`config.mk`:
```
export PLATFORM = sky130hd
export DESIGN_NAME = rom_feeder
export DESIGN_NICKNAME = d
export VERILOG_FILES = /design/src/rtl/rom_feeder_pkg.sv /design/src/rtl/feeder_fetch.sv /design/src/rtl/rom_feeder.sv
export SDC_FILE = /design/constraint.sdc
export NUM_CORES = 1
export LEC_CHECK = 0
export BUFFER_PORTS_ARGS = -buffer_cell sky130_fd_sc_hd__buf_2
export CORE_ASPECT_RATIO = 2
export CORE_UTILIZATION = 25
export DETAILED_ROUTE_END_ITERATION = 7
export GPL_TIMING_DRIVEN = 1
export PLACE_DENSITY = 0.47
export SYNTH_ARGS = -nofsm -noshare
export SYNTH_HDL_FRONTEND = slang
export SYNTH_SLANG_ARGS = --single-unit
```
`constraint.sdc`:
```
create_clock -name clk -period 3.5 [get_ports clk]
set_input_delay 0.7 -clock clk [delete_from_list [all_inputs] [get_ports clk]]
set_output_delay 0.7 -clock clk [all_outputs]
set_load 0.02 [all_outputs]
```
`src/rtl/rom_feeder_pkg.sv`:
```
// rom_feeder_pkg: shared state encoding and default sizing for the ROM feeder.
package rom_feeder_pkg;
  typedef enum logic [2:0] {IDLE, FETCH, WAIT_RDY, START, WAIT_DONE} feeder_state_t;
  localparam int N_DEF = 32;
  localparam int DW_DEF = 8;
  localparam int AW_DEF = 8;
  localparam int TIMEOUT_DEF = 1024;
endpackage

```
`src/rtl/feeder_fetch.sv`:
```
// feeder_fetch: fetch index counter, wrapping ROM address and buffer write decode.
module feeder_fetch #(
  parameter int N = 32,
  parameter int AW = 8
) (
  input  logic                  clk,
  input  logic                  rst,
  input  logic                  start,
  input  logic                  run,
  input  logic [AW-1:0]         base,
  output logic [AW-1:0]         addr,
  output logic                  wr_en,
  output logic [$clog2(N)-1:0]  wr_idx,
  output logic                  last
);
  localparam int IW = $clog2(N) + 1;
  localparam int PW = $clog2(N);
  localparam logic [IW-1:0] LAST_IDX = IW'(N);
  logic [IW-1:0] idx;
  // Data lags the address by one cycle, so cycle k writes slot k-1.
  assign wr_en = run && idx != '0;
  assign wr_idx = PW'(idx - IW'(1));
  assign last = run && idx == LAST_IDX;
  always_ff @(posedge clk or negedge rst)
    if (!rst) begin
      idx <= '0;
      addr <= '0;
    end else if (start) begin
      idx <= '0;
      addr <= base;
    end else if (run && !last) begin
      idx <= idx + IW'(1);
      if (idx + IW'(1) < LAST_IDX) addr <= addr + AW'(1);
    end
endmodule

```
`src/rtl/rom_feeder.sv`:
```
// rom_feeder: reads N ROM bytes into a held array, starts the engine, captures its mean.
// Optional WAIT_DONE watchdog with sticky timeout_err when ROM_FEEDER_TIMEOUT_EN is defined.
module rom_feeder
  import rom_feeder_pkg::*;
#(
  parameter int N = N_DEF,
  parameter int DW = DW_DEF,
  parameter int AW = AW_DEF,
  parameter int TIMEOUT = TIMEOUT_DEF
) (
  input  logic          clk,
  input  logic          rst,
  input  logic          go,
  input  logic [AW-1:0] base,
  output logic [AW-1:0] rom_addr,
  input  logic [DW-1:0] rom_data,
  output logic [DW-1:0] rom_out [N],
  output logic          eng_start,
  input  logic          eng_ready,
  input  logic          eng_done,
  input  logic [DW-1:0] eng_mean,
  output logic [DW-1:0] mean_out,
  output logic          mean_valid,
  output logic          busy
`ifdef ROM_FEEDER_TIMEOUT_EN
  ,
  output logic          timeout_err
`endif
);
  localparam int PW = $clog2(N);
  feeder_state_t state, next;
  logic take, run, last, wr_en, expire, finish;
  logic [PW-1:0] wr_idx;
  assign take = state == IDLE && go;
  assign run = state == FETCH;
  assign finish = state == WAIT_DONE && eng_done;
  assign eng_start = state == START;
  assign busy = state != IDLE;
  feeder_fetch #(.N(N), .AW(AW)) u_fetch (
    .clk(clk),
    .rst(rst),
    .start(take),
    .run(run),
    .base(base),
    .addr(rom_addr),
    .wr_en(wr_en),
    .wr_idx(wr_idx),
    .last(last)
  );
`ifdef ROM_FEEDER_TIMEOUT_EN
  localparam int TW = $clog2(TIMEOUT + 1);
  logic [TW-1:0] tcnt;
  assign expire = state == WAIT_DONE && !eng_done && tcnt == TW'(TIMEOUT - 1);
  always_ff @(posedge clk or negedge rst)
    if (!rst) begin
      tcnt <= '0;
      timeout_err <= 1'b0;
    end else begin
      tcnt <= state == WAIT_DONE ? tcnt + TW'(1) : '0;
      if (expire) timeout_err <= 1'b1;
    end
`else
  assign expire = 1'b0;
`endif
  always_ff @(posedge clk or negedge rst)
    if (!rst) state <= IDLE;
    else state <= next;
  always_comb begin
    next = state;
    case (state)
      IDLE:      next = go ? FETCH : IDLE;
      FETCH:     next = !last ? FETCH : eng_ready ? START : WAIT_RDY;
      WAIT_RDY:  next = eng_ready ? START : WAIT_RDY;
      START:     next = WAIT_DONE;
      WAIT_DONE: next = eng_done || expire ? IDLE : WAIT_DONE;
      default:   next = IDLE;
    endcase
  end
  always_ff @(posedge clk or negedge rst)
    if (!rst) begin
      for (int j = 0; j < N; j++) rom_out[j] <= '0;
      mean_out <= '0;
      mean_valid <= 1'b0;
    end else begin
      if (wr_en) rom_out[wr_idx] <= rom_data;
      mean_valid <= finish;
      if (finish) mean_out <= eng_mean;
    end
endmodule

```
Yosys cells after proc, flatten, opt, wreduce, memory -nomap -nowiden
Cells that the tools add are included.
- bits in registers: 282
- input bits: 29
- output and inout bits: 275
- word-level logic and storage cells: 75
- $add $sub $neg: 3
- order comparisons: 3
- eq/ne operators: 5
- muxes and demuxes: 13
- bitwise operators: 1
- reduce and logical (&&, ||, !) cells: 13
- operators by type and width (cell ; count):
    bitwise mux 256 bit ; 1
    demux 8 bit (select 5 bit) ; 1
    two-way mux 8 bit ; 4
    case mux 3 bit (5 select lines) ; 1
    two-way mux 6 bit ; 2
    adder 8 x 1 -> 8 bit, second input constant ; 1
    adder 6 x 1 -> 6 bit, second input constant ; 1
    == test 3 x 2 -> 1 bit, second input constant ; 2
    == test 6 bit, second input constant ; 1
    greater-or-equal comparator 6 bit, second input constant ; 1
    logical AND 1 bit ; 6
    < comparator 6 x 1 -> 1 bit, second input constant ; 1
    < comparator 6 bit, second input constant ; 1
    two-way mux 3 bit ; 2
    NOT 5 -> 6 bit ; 1
    nonzero test 6 bit ; 1
    subtractor 5 x 1 -> 5 bit, second input constant ; 1
    nonzero test 2 bit ; 2
    == test 3 x 1 -> 1 bit, second input constant ; 1
    == test 3 bit, second input constant ; 1
    logical NOT 3 bit ; 1
    nonzero test 3 bit ; 1
    two-way mux 1 bit ; 2
    AND reduction 2 bit ; 1
    logical NOT 1 bit ; 1

Longest topological paths before layout
Gate-level depths: netlist (run 1).
- depth in word-level cells: 7
- depth in mapped cells: 10

Modules after synthesis
A second synthesis (run 1) with hierarchy kept.
- cells, all modules: 736
- area total of the unflattened synthesis: 11130.7 um^2
- modules (own cells, without submodules) (module ; times used ; cells an instance ; area each (um^2) ; sequential area each (um^2)):
    rom_feeder ; 1 ; 632 ; 10211.0 ; 6706.4
    feeder_fetch ; 1 ; 104 ; 919.6 ; 350.3

Worst setup path before layout (run 1)
Ideal clock, no wire load.
- path kind: register to register
- start: reg u_fetch.idx[0]
- end: reg rom_out[168] (netlist bit)
- setup time: 0.125 ns
- arrival time: 2.514 ns
- required time: 3.375 ns
- setup slack: 0.862 ns
- cell stages (with the launch flop): 11
- path buffers: 3
- clock period less this slack: 2.638 ns
- cells stage by stage: dfrtp_1 > clkbuf_1 > inv_1 > ha_1 > or3b_1 > or3_1 > and3_1 > buf_6 > buf_6 > nand3_2 > mux2_2
- cells in the longest elaborated chain, start to end: 7
- elaborated cells on any way between the ends: 10
- ends and longest elaborated chain (element ; RTL line ; source):
    from (decl) ; feeder_fetch.sv:19 ; logic [IW-1:0] idx;
    from (signal assigned) ; feeder_fetch.sv:32 ; idx <= idx + IW'(1);
    subtractor 5 x 1 -> 5 bit ; feeder_fetch.sv:22 ; assign wr_idx = PW'(idx - IW'(1));
    NOT 5 -> 6 bit (not written as such) ; rom_feeder.sv:85 ; if (wr_en) rom_out[wr_idx] <= rom_data;
    greater-or-equal comparator 6 bit (not written as such) / < comparator 6 x 1 -> 1 bit (equally long branches) ; rom_feeder.sv:85 ;
    logical AND 1 bit (not written as such) ; rom_feeder.sv:85 ;
    two-way mux 8 bit (not written as such) ; rom_feeder.sv:85 ;
    demux 8 bit (select 5 bit) ; rom_feeder.sv:85 ;
    bitwise mux 256 bit ; rom_feeder.sv:85 ;
    to (signal, indexed assignment) ; rom_feeder.sv:85 ;
    to (decl) ; rom_feeder.sv:17 ; output logic [DW-1:0] rom_out [N],
Several ways; a longest one is shown, not always the timed one.
A chain may end at the register's enable or synchronous reset.

Final worst setup path (run 1)
- start: reg u_fetch.idx[0]
- end: reg rom_out[111] (netlist bit)
The elaborated chain is that of the path after synthesis.

==> results.json, run 1 <==
{
  "status": "finished with violations",
  "violations": "DRC",
  "synth-edff-count": 0,
  "start_kind": "flip-flop",
  "antennaDiodeCount": 0,
  "p_per_area_nw_per_um2": 1110,
  "arrival_ps": 3570,
  "grt_pass1_vias": 8347,
  "nets": 1121,
  "holdBufCountCts": 0,
  "slew_viol_final": 0,
  "worstPathRequired_ps": 3940,
  "cpMostUsedCell": "and3_1",
  "grt_pass1_wl_um": 57100,
  "num_rows": 110,
  "placed_cells": 1616,
  "synth_xor_area_frac": 0.00927,
  "die_area_um2": 46200,
  "netlist_instances": 796,
  "synth-compound-area-share": 0.112,
  "swShare": 0.419,
  "syn_area_um2": 11300,
  "wl_per_cell_um": 23.2,
  "clkPwrFrac": 0.192,
  "clk_path_buf_depth": 3,
  "fp.dieH_um": 303,
  "synth-seq-area-share": 0.623,
  "cts.sinks": 282,
  "area.sequential_um2": 7060,
  "timing.fmax_ghz": 0.319,
  "ios": 304,
  "grt_start_max_net_pins": 88,
  "ant_nets": 0,
  "synthFlopType": "dfrtp_1",
  "irDropWorstVdd_uv": 464,
  "synth_top_family_by_area": "multiplexers",
  "p_sw_w": 0.00671,
  "critical_path.slowest_cell": "dfrtp_1",
  "core_um2": 44900,
  "cts.repair.resized": 0,
  "cts-root-buf": "clkbuf_16",
  "yosysWarnings": 0,
  "overflow": 0,
  "fin_skew_ps": 13.7,
  "setup_violations": 0,
  "fillers": 4563,
  "setup.worst_path.class": "reg -> reg",
  "grt_use_met1": 0.182,
  "muxShareOfSynthArea": 0.153,
  "postCtsSetupBuffers": 0,
  "synth-simple-area-share": 0.0631,
  "stdcell_count": 1667,
  "grt_usage": 0.167,
  "via_per_inst": 4.64,
  "synthToLayoutAreaGrowth_pct": 27.1,
  "synth_nets": 831,
  "grt.busiest_layer": "met2",
  "timing.final.crit_share": 0.895,
  "tightest_slew_ps": 686,
  "drive_above_1_share": 0.473,
  "met2_usage": 0.309,
  "multi_input_area_um2": 3960,
  "finalSetupTns_ps": 0,
  "dpl.hpwl_um": 27400,
  "drt_iter0_drc": 271,
  "drv_cap": 0,
  "syn_avg_cell_area_um2": 14.2,
  "cp_max_fo": 15,
  "cts.htree.levels": 1,
  "synth_fa_ha_area_frac": 0.00662,
  "grt_antenna_before_repair": 0,
  "finalWirelength_um": 38800,
  "worstPathCellList": "inv_1 -> ha_1 -> or3b_1 -> or3_1 -> and3_1 -> and3_1 -> mux2_4",
  "cts_inserted_buffers": 28,
  "clk_pin_slew_ps": 70,
  "drc": 21,
  "async_reset_ff_frac": 1.00,
  "p_int_w": 0.00929,
  "grt.met3_usage": 0.0340,
  "clk_latency_ps": 570,
  "gp_congestion": 0.788,
  "cp_top_family": "simple AND/OR/NAND/NOR gates",
  "cts_tree": "yes",
  "finalHoldViolCount": 0,
  "hold_class": "in -> async",
  "path_buf_inv": 1,
  "ys_ff_latch": 282,
  "slew-limit-headroom": 0.543,
  "firstDrtPassIters": 6,
  "grt_setup_unrepaired": "false",
  "pwr-share-seq": 0.353,
  "fp.dieW_um": 153,
  "start_util": 0.253,
  "synth_cell_types": 42,
  "max_stage_delay_ps": 480,
  "period_needed_ps": 3130,
  "end_kind": "flip-flop",
  "portBuffers": 303,
  "power_leakage_nw": 6.73,
  "vias": 7737,
  "combPwrFrac": 0.455
}
[logic make-up after synthesis]
logic type	Yosys count
AOI/OAI and AO/OA	151
xor gates and xnor gates	12
adders and majority gates	6
buffers and inverters	74
DFF	282
muxes	138
and+or+nand+nor	133
[power groups by stage]
| stage | logic [W] | registers (W) | clock network [W] |
|---|---|---|---|
| finish | 0.00728 | 0.00565 | 0.00307 |
| global route | 0.00779 | 0.00583 | 0.00330 |
| CTS | 0.00742 | 0.00566 | 0.00321 |
| detailed placement | 0.00741 | 0.00569 | 0 |
| global placement | 0.00735 | 0.00568 | 0 |
| floorplan | 0.00294 | 0.00726 | 0 |
[flip-flops by register name, summed over array words and instances, names as in the netlist]
signal / cells
mean_valid: 1
state: 3
u_fetch.idx: 6
u_fetch.addr: 8
rom_out: 256
mean_out: 8
[Yosys cell counts, types with 2 or more instances]
master	number	area, um^2
dfrtp_1	282	7060
o2bb2ai_1	128	1120
mux2_2	89	1000
clkbuf_1	54	203
mux2_4	48	721
nand2_1	46	173
nand2b_1	18	113
nor2_1	16	60.1
buf_6	14	158
and3_1	13	81.3
nand3_2	10	100
ha_1	6	75.1
nand3_1	6	30.0
o21ai_0	6	30.0
xnor2_1	6	52.6
xor2_1	6	52.6
inv_1	5	18.8
nand4_1	5	31.3
nor3_1	5	25.0
a21oi_1	4	20.0
o22ai_1	3	18.8
a2bb2oi_1	2	17.5
a31oi_1	2	12.5
nor3b_1	2	15.0
nor4_1	2	12.5
or3_1	2	12.5
[final timing paths]
| kind | from | end | slack, ps | depth (start not counted) |
|---|---|---|---|---|
| setup / recovery | u_fetch.idx[0]$_DFFE_PN0P_ | rom_out[111]$_DFFE_PN0P_ | 370 | 7 |
| min in group clk | eng_done | state[2]$_DFF_PN0_ | 350 | 2 |
| max in group asynchronous | rst | rom_out[105]$_DFFE_PN0P_ | 2460 | 2 |
| hold / removal | rst | mean_valid$_DFF_PN0_ | 80 | 1 |
| hold reg to reg | rom_out[158]$_DFFE_PN0P_ | rom_out[158]$_DFFE_PN0P_ | 480 | 1 |
| setup reg to reg | u_fetch.idx[0]$_DFFE_PN0P_ | rom_out[111]$_DFFE_PN0P_ | 370 | 7 |
[per-layer routing]
layer	routed length, um	vias up
li1	-	3456
met1	14400	3963
met2	20500	255
met3	2250	63
met4	1610	0
met5	0	-
[area by class of cell]
class | instances | area share
clock buffer | 42 | 0.0565
clock inverter | 9 | 0.00747
inverter | 6 | 0.00156
multi-input combinational | 440 | 0.275
sequential | 282 | 0.490
tap | 560 | 0.0486
timing repair buffer | 328 | 0.121
[per-stage QoR]
stage	hold slack [ps]	area (um^2)	power, W	setup slack [ps]	utilization
floorplan	404	11300	0.0102	862	-
global placement	467	13500	0.0130	417	0.301
detailed placement	468	13500	0.0131	340	0.301
CTS	93.5	14400	0.0163	317	0.321
global route	119	14400	0.0169	159	0.321
finish	84.9	14400	0.0160	368	0.321
[cell usage in the layout, fill, tap and decap left out, types with 2 or more instances in the layout]
cell,instances
buf_2,302
dfrtp_1,282
o2bb2ai_1,128
mux2_2,89
mux2_4,48
nand2_1,46
clkbuf_16,29
buf_4,23
nand2b_1,18
nor2_1,16
and3_1,13
nand3_2,10
clkbuf_1,9
o21ai_0,6
xnor2_1,6
xor2_1,6
nand3_1,6
ha_1,6
inv_1,5
nor3_1,5
nand4_1,5
a21oi_1,4
clkbuf_8,4
o22ai_1,3
clkinv_2,3
nor3b_1,2
or3_1,2
nor4_1,2
a2bb2oi_4,2
bufinv_16,2
clkinvlp_4,2
clkinv_4,2
buf_12,2
Power figures use the tool's default switching activity.
==> inputs of run 2 (changes only) <==
BUFFER_PORTS_ARGS = unset   (was -buffer_cell sky130_fd_sc_hd__buf_2)
DONT_BUFFER_PORTS = 1   (was unset)
PLACE_DENSITY = 0.41   (was 0.47)
==> results.json, run 2 (synthesis results as in run 1) <==
{
  "regMostFlops": "rom_out",
  "drive_above_1_share": 0.267,
  "grt_antenna_before_repair": 0,
  "reg_top3": "rom_out (256), mean_out (8), u_fetch.addr (8)",
  "pre_cts_slack_ps": 387,
  "violations": "DRC, hold timing",
  "start_util": 0.253,
  "grt_start_max_net_pins": 283,
  "power_leakage_nw": 5.34,
  "via_per_inst": 4.87,
  "cts.sinks": 282,
  "nets": 805,
  "fp.dieH_um": 303,
  "worstPathRequired_ps": 3950,
  "vias": 6565,
  "grt_usage": 0.162,
  "layout_common_cells": "dfrtp_1, o2bb2ai_1, mux2_2",
  "tightest_slew_ps": 755,
  "hold_class": "in -> async",
  "dpl.hpwl_um": 25800,
  "die_area_um2": 46200,
  "num_rows": 110,
  "drv_cap": 0,
  "portBuffers": 0,
  "worstPathCellList": "inv_1 -> ha_1 -> or3b_1 -> or3_1 -> and3_1 -> and3_1 -> mux2_4",
  "synthToLayoutAreaGrowth_pct": 12.9,
  "irDropWorstVdd_uv": 437,
  "layout_setup_ws_ps": 406,
  "finalWirelength_um": 37800,
  "clk_path_buf_depth": 3,
  "ios": 304,
  "finalHoldViolCount": 282,
  "slew-limit-headroom": 0.495,
  "slew_viol_final": 0,
  "cts.htree.levels": 1,
  "cts_inserted_buffers": 28,
  "finalSetupTns_ps": 0,
  "fp.dieW_um": 153,
  "grt_pass1_wl_um": 54400,
  "core_um2": 44900,
  "largest_register_ffs": 256,
  "end_kind": "flip-flop",
  "timing.final.crit_share": 0.884,
  "antennaDiodeCount": 0,
  "cpMostUsedCell": "and3_1",
  "path_buf_inv": 1,
  "clk_pin_slew_ps": 70,
  "fillers": 4566,
  "max_stage_delay_ps": 480,
  "drc": 21,
  "clk_latency_ps": 580,
  "setup.worst_path.class": "reg -> reg",
  "ant_nets": 0,
  "stdcell_count": 1349,
  "period_needed_ps": 3090,
  "gp_congestion": 0.739,
  "firstDrtPassIters": 8,
  "start_kind": "flip-flop",
  "fin_skew_ps": 16.8,
  "whs_ps": -173,
  "final_common_cell": "dfrtp_1",
  "cp_max_fo": 16,
  "grt_pass1_vias": 7165,
  "drt_iter0_drc": 339,
  "area.sequential_um2": 7060,
  "cts_tree": "yes",
  "critical_path.slowest_cell": "dfrtp_1",
  "grt_setup_unrepaired": "false",
  "arrival_ps": 3540,
  "multi_input_area_um2": 3960,
  "cp_top_family": "simple AND/OR/NAND/NOR gates",
  "status": "finished with violations",
  "placed_cells": 1300,
  "overflow": 0,
  "setup_violations": 0,
  "cts-root-buf": "clkbuf_16",
  "timing.fmax_ghz": 0.323,
  "p_per_area_nw_per_um2": 1150,
  "wl_per_cell_um": 28.0
}
run 2: cell types whose count changed in the layout (fill, tap and decap cells not counted), sizes merged:
cell / change
buf: -316
clkbuf: -6
bufinv: +2
clkinv: +2
clkinvlp: -1
inv: +1
run 2: final timing paths:
| path | start | end | slack, ps | cells after the start |
|---|---|---|---|---|
| setup / recovery | u_fetch.idx[0]$_DFFE_PN0P_ | rom_out[107]$_DFFE_PN0P_ | 410 | 7 |
| hold / removal | rst | mean_out[3]$_DFFE_PN0P_ | -170 | 0 |
| setup reg to reg | u_fetch.idx[0]$_DFFE_PN0P_ | rom_out[107]$_DFFE_PN0P_ | 410 | 7 |
| hold reg to reg | state[2]$_DFF_PN0_ | state[1]$_DFF_PN0_ | 570 | 1 |
| max in group asynchronous | rst | rom_out[93]$_DFFE_PN0P_ | 3120 | 0 |
| min in group clk | eng_done | state[2]$_DFF_PN0_ | 220 | 1 |
run 2: layout make-up:
class,instances,area share
inverter,6,0.00176
clock buffer,36,0.0602
clock inverter,13,0.0152
tap,560,0.0547
multi-input combinational,440,0.310
timing repair buffer,12,0.00704
sequential,282,0.551
run 2: what timing repair did:
item / 4_1_cts / 5_1_grt
buffers inserted: 0 / 0
endpoints found under the hold margin: 282 / 282
resized for setup: 0 / 0
run 2: power breakdown:
part / total (W) / switching, W / leakage [nW] / internal (W)
clock: 0.00323 / 0.00137 / 0.471 / 0.00185
combinational: 0.00356 / 0.00178 / 1.36 / 0.00178
sequential: 0.00792 / 0.00321 / 3.51 / 0.00471
total: 0.0147 / 0.00636 / 5.34 / 0.00834
run 2: stage by stage:
| stage | hold WS, ps | area [um^2] | util | total power (W) |
|---|---|---|---|---|
| CTS | -207 | 12800 | 0.285 | 0.0149 |
| floorplan | 404 | 11300 | - | 0.0102 |
| global route | -205 | 12800 | 0.285 | 0.0155 |
| detailed placement | 411 | 11800 | 0.264 | 0.0116 |
| global placement | 412 | 11800 | 0.264 | 0.0116 |
| finish | -173 | 12800 | 0.285 | 0.0147 |
run 2: metal layers:
| metal | vias to the layer above | track usage | part of all wire |
|---|---|---|---|
| met3 | 58 | 0.0501 | 0.082 |
| met1 | 3426 | 0.166 | 0.35 |
| met4 | 0 | 0.0637 | 0.034 |
| met2 | 248 | 0.303 | 0.54 |
| met5 | - | 0 | 0 |
| li1 | 2833 | - | - |
==> inputs of run 3 (changes only) <==
PLACE_DENSITY = unset   (was 0.41)
clock period = 3.88 ns   (was 3.5 ns; I/O delays follow)
==> results.json, run 3 (synthesis results as in run 1) <==
{
  "cp_max_fo": 9,
  "grt_pass1_vias": 7108,
  "regMostFlops": "rom_out",
  "grt_pass1_wl_um": 52000,
  "die_area_um2": 46200,
  "period_needed_ps": 3350,
  "cts_tree": "yes",
  "status": "finished with violations",
  "postCtsSetupBuffers": 0,
  "nets": 802,
  "clk_path_buf_depth": 3,
  "core_um2": 44900,
  "irDropWorstVdd_uv": 450,
  "reg_top3": "rom_out (256), mean_out (8), u_fetch.addr (8)",
  "grt_setup_unrepaired": "false",
  "timing.fmax_ghz": 0.298,
  "p_per_area_nw_per_um2": 1050,
  "cts.htree.levels": 1,
  "dpl.hpwl_um": 25600,
  "wl_per_cell_um": 27.5,
  "max_stage_delay_ps": 730,
  "fp.dieW_um": 153,
  "antennaDiodeCount": 0,
  "drv_cap": 0,
  "power_leakage_nw": 5.38,
  "drt_iter0_drc": 389,
  "violations": "DRC, hold timing",
  "drc": 17,
  "timing.final.crit_share": 0.864,
  "start_util": 0.253,
  "startpoint": "u_fetch.idx[0]$_DFFE_PN0P_",
  "clk_latency_ps": 570,
  "gp_congestion": 0.790,
  "finalHoldViolCount": 104,
  "vias": 6741,
  "final_common_cell": "dfrtp_1",
  "finalSetupTns_ps": 0,
  "fin_skew_ps": 17.7,
  "tightest_slew_ps": 955,
  "grt_start_max_net_pins": 283,
  "drive_above_1_share": 0.270,
  "grt_antenna_before_repair": 0,
  "setup_violations": 0,
  "layout_common_cells": "dfrtp_1, o2bb2ai_1, mux2_2",
  "cts.repair.resized": 0,
  "start_kind": "flip-flop",
  "dpl-instance-area_um2": 11800,
  "setup.worst_path.class": "reg -> reg",
  "fillers": 4514,
  "finalWirelength_um": 37100,
  "cts-root-buf": "clkbuf_16",
  "firstDrtPassIters": 8,
  "slew_viol_final": 0,
  "pre_cts_slack_ps": 481,
  "arrival_ps": 3800,
  "cts.sinks": 282,
  "synthToLayoutAreaGrowth_pct": 13.8,
  "path_buf_inv": 1,
  "hold_class": "in -> async",
  "clk_pin_slew_ps": 70,
  "grt_usage": 0.155,
  "critical_path.slowest_cell": "o22ai_1",
  "cp_top_family": "simple AND/OR/NAND/NOR gates",
  "overflow": 0,
  "fp.dieH_um": 303,
  "slew-limit-headroom": 0.364,
  "largest_register_ffs": 256,
  "ant_nets": 0,
  "portBuffers": 0,
  "worstPathCellList": "inv_1 -> ha_1 -> or2_2 -> o21a_1 -> o22ai_1 -> and3_1 -> mux2_4",
  "layout_setup_ws_ps": 526,
  "ios": 304,
  "cts_inserted_buffers": 28,
  "worstPathRequired_ps": 4320,
  "whs_ps": -97.5,
  "layout.cell_area.non_filler_um2": 12900,
  "via_per_inst": 5.00,
  "end_kind": "flip-flop",
  "r2r-start": "u_fetch.idx[0]$_DFFE_PN0P_",
  "num_rows": 110
}
[run 3: changes by cell type in the layout (fill, tap and decap cells not counted)]
cell        before  now
buf_4           12    9
bufinv_16        4    8
clkbuf_1         4    2
clkbuf_16       28   29
clkbuf_8         4    2
clkinv_4         3    2
clkinvlp_4       1    2
inv_6            1    3
[run 3: through the flow]
stage | hold WS, ps | power (W) | util | instances
after detailed placement | 485 | 0.0105 | 0.263 | 1297
after floorplan | 480 | 0.00921 | - | 796
final | -97.5 | 0.0136 | 0.288 | 1349
after global routing | -124 | 0.0142 | 0.288 | 1349
after global placement | 486 | 0.0103 | 0.263 | 1297
after CTS | -145 | 0.0138 | 0.288 | 1349
[run 3: area by class of cell]
type,count,area (um^2),area share
Timing Repair Buffer,9,67.6,0.00524
Multi-Input combinational cell,440,3960,0.307
Sequential cell,282,7060,0.547
Clock inverter,19,330,0.0256
Inverter,6,22.5,0.00175
Clock buffer,33,761,0.0590
Tap cell,560,701,0.0543
[run 3: worst paths after layout]
path | to | slack, ps | cells past startpoint
worst min register to register | state[1]$_DFF_PN0_ | 560 | 1
worst min-delay path | rom_out[158]$_DFFE_PN0P_ | -100 | 0
worst max register to register | rom_out[250]$_DFFE_PN0P_ | 530 | 7
max in group asynchronous | u_fetch.addr[6]$_DFFE_PN0P_ | 3310 | 0
min in group clk | state[2]$_DFF_PN0_ | 310 | 1
worst max-delay path | rom_out[250]$_DFFE_PN0P_ | 530 | 7
[run 3: worst register-to-register path, delay by kind of cell, from the launching register on]
kind / cells / cell delay (ps)
AND/OR/NAND/NOR: 2 / 990
adder cells (fa/ha/maj): 1 / 300
buffers and inverters: 1 / 140
AO/OA/AOI/OAI: 2 / 930
flip-flops: 1 / 530
multiplexers: 1 / 350
[run 3: where the power goes]
group	internal (W)	switching, W	leakage [nW]
logic	0.00159	0.00165	1.35
registers	0.00425	0.00290	3.51
clock network	0.00195	0.00125	0.528
total	0.00778	0.00579	5.38
[run 3: layer usage]
layer | track usage | share of wire
met3 | 0.0441 | 0.076
met2 | 0.290 | 0.55
met4 | 0.0734 | 0.037
met1 | 0.158 | 0.34
met5 | 0 | 0
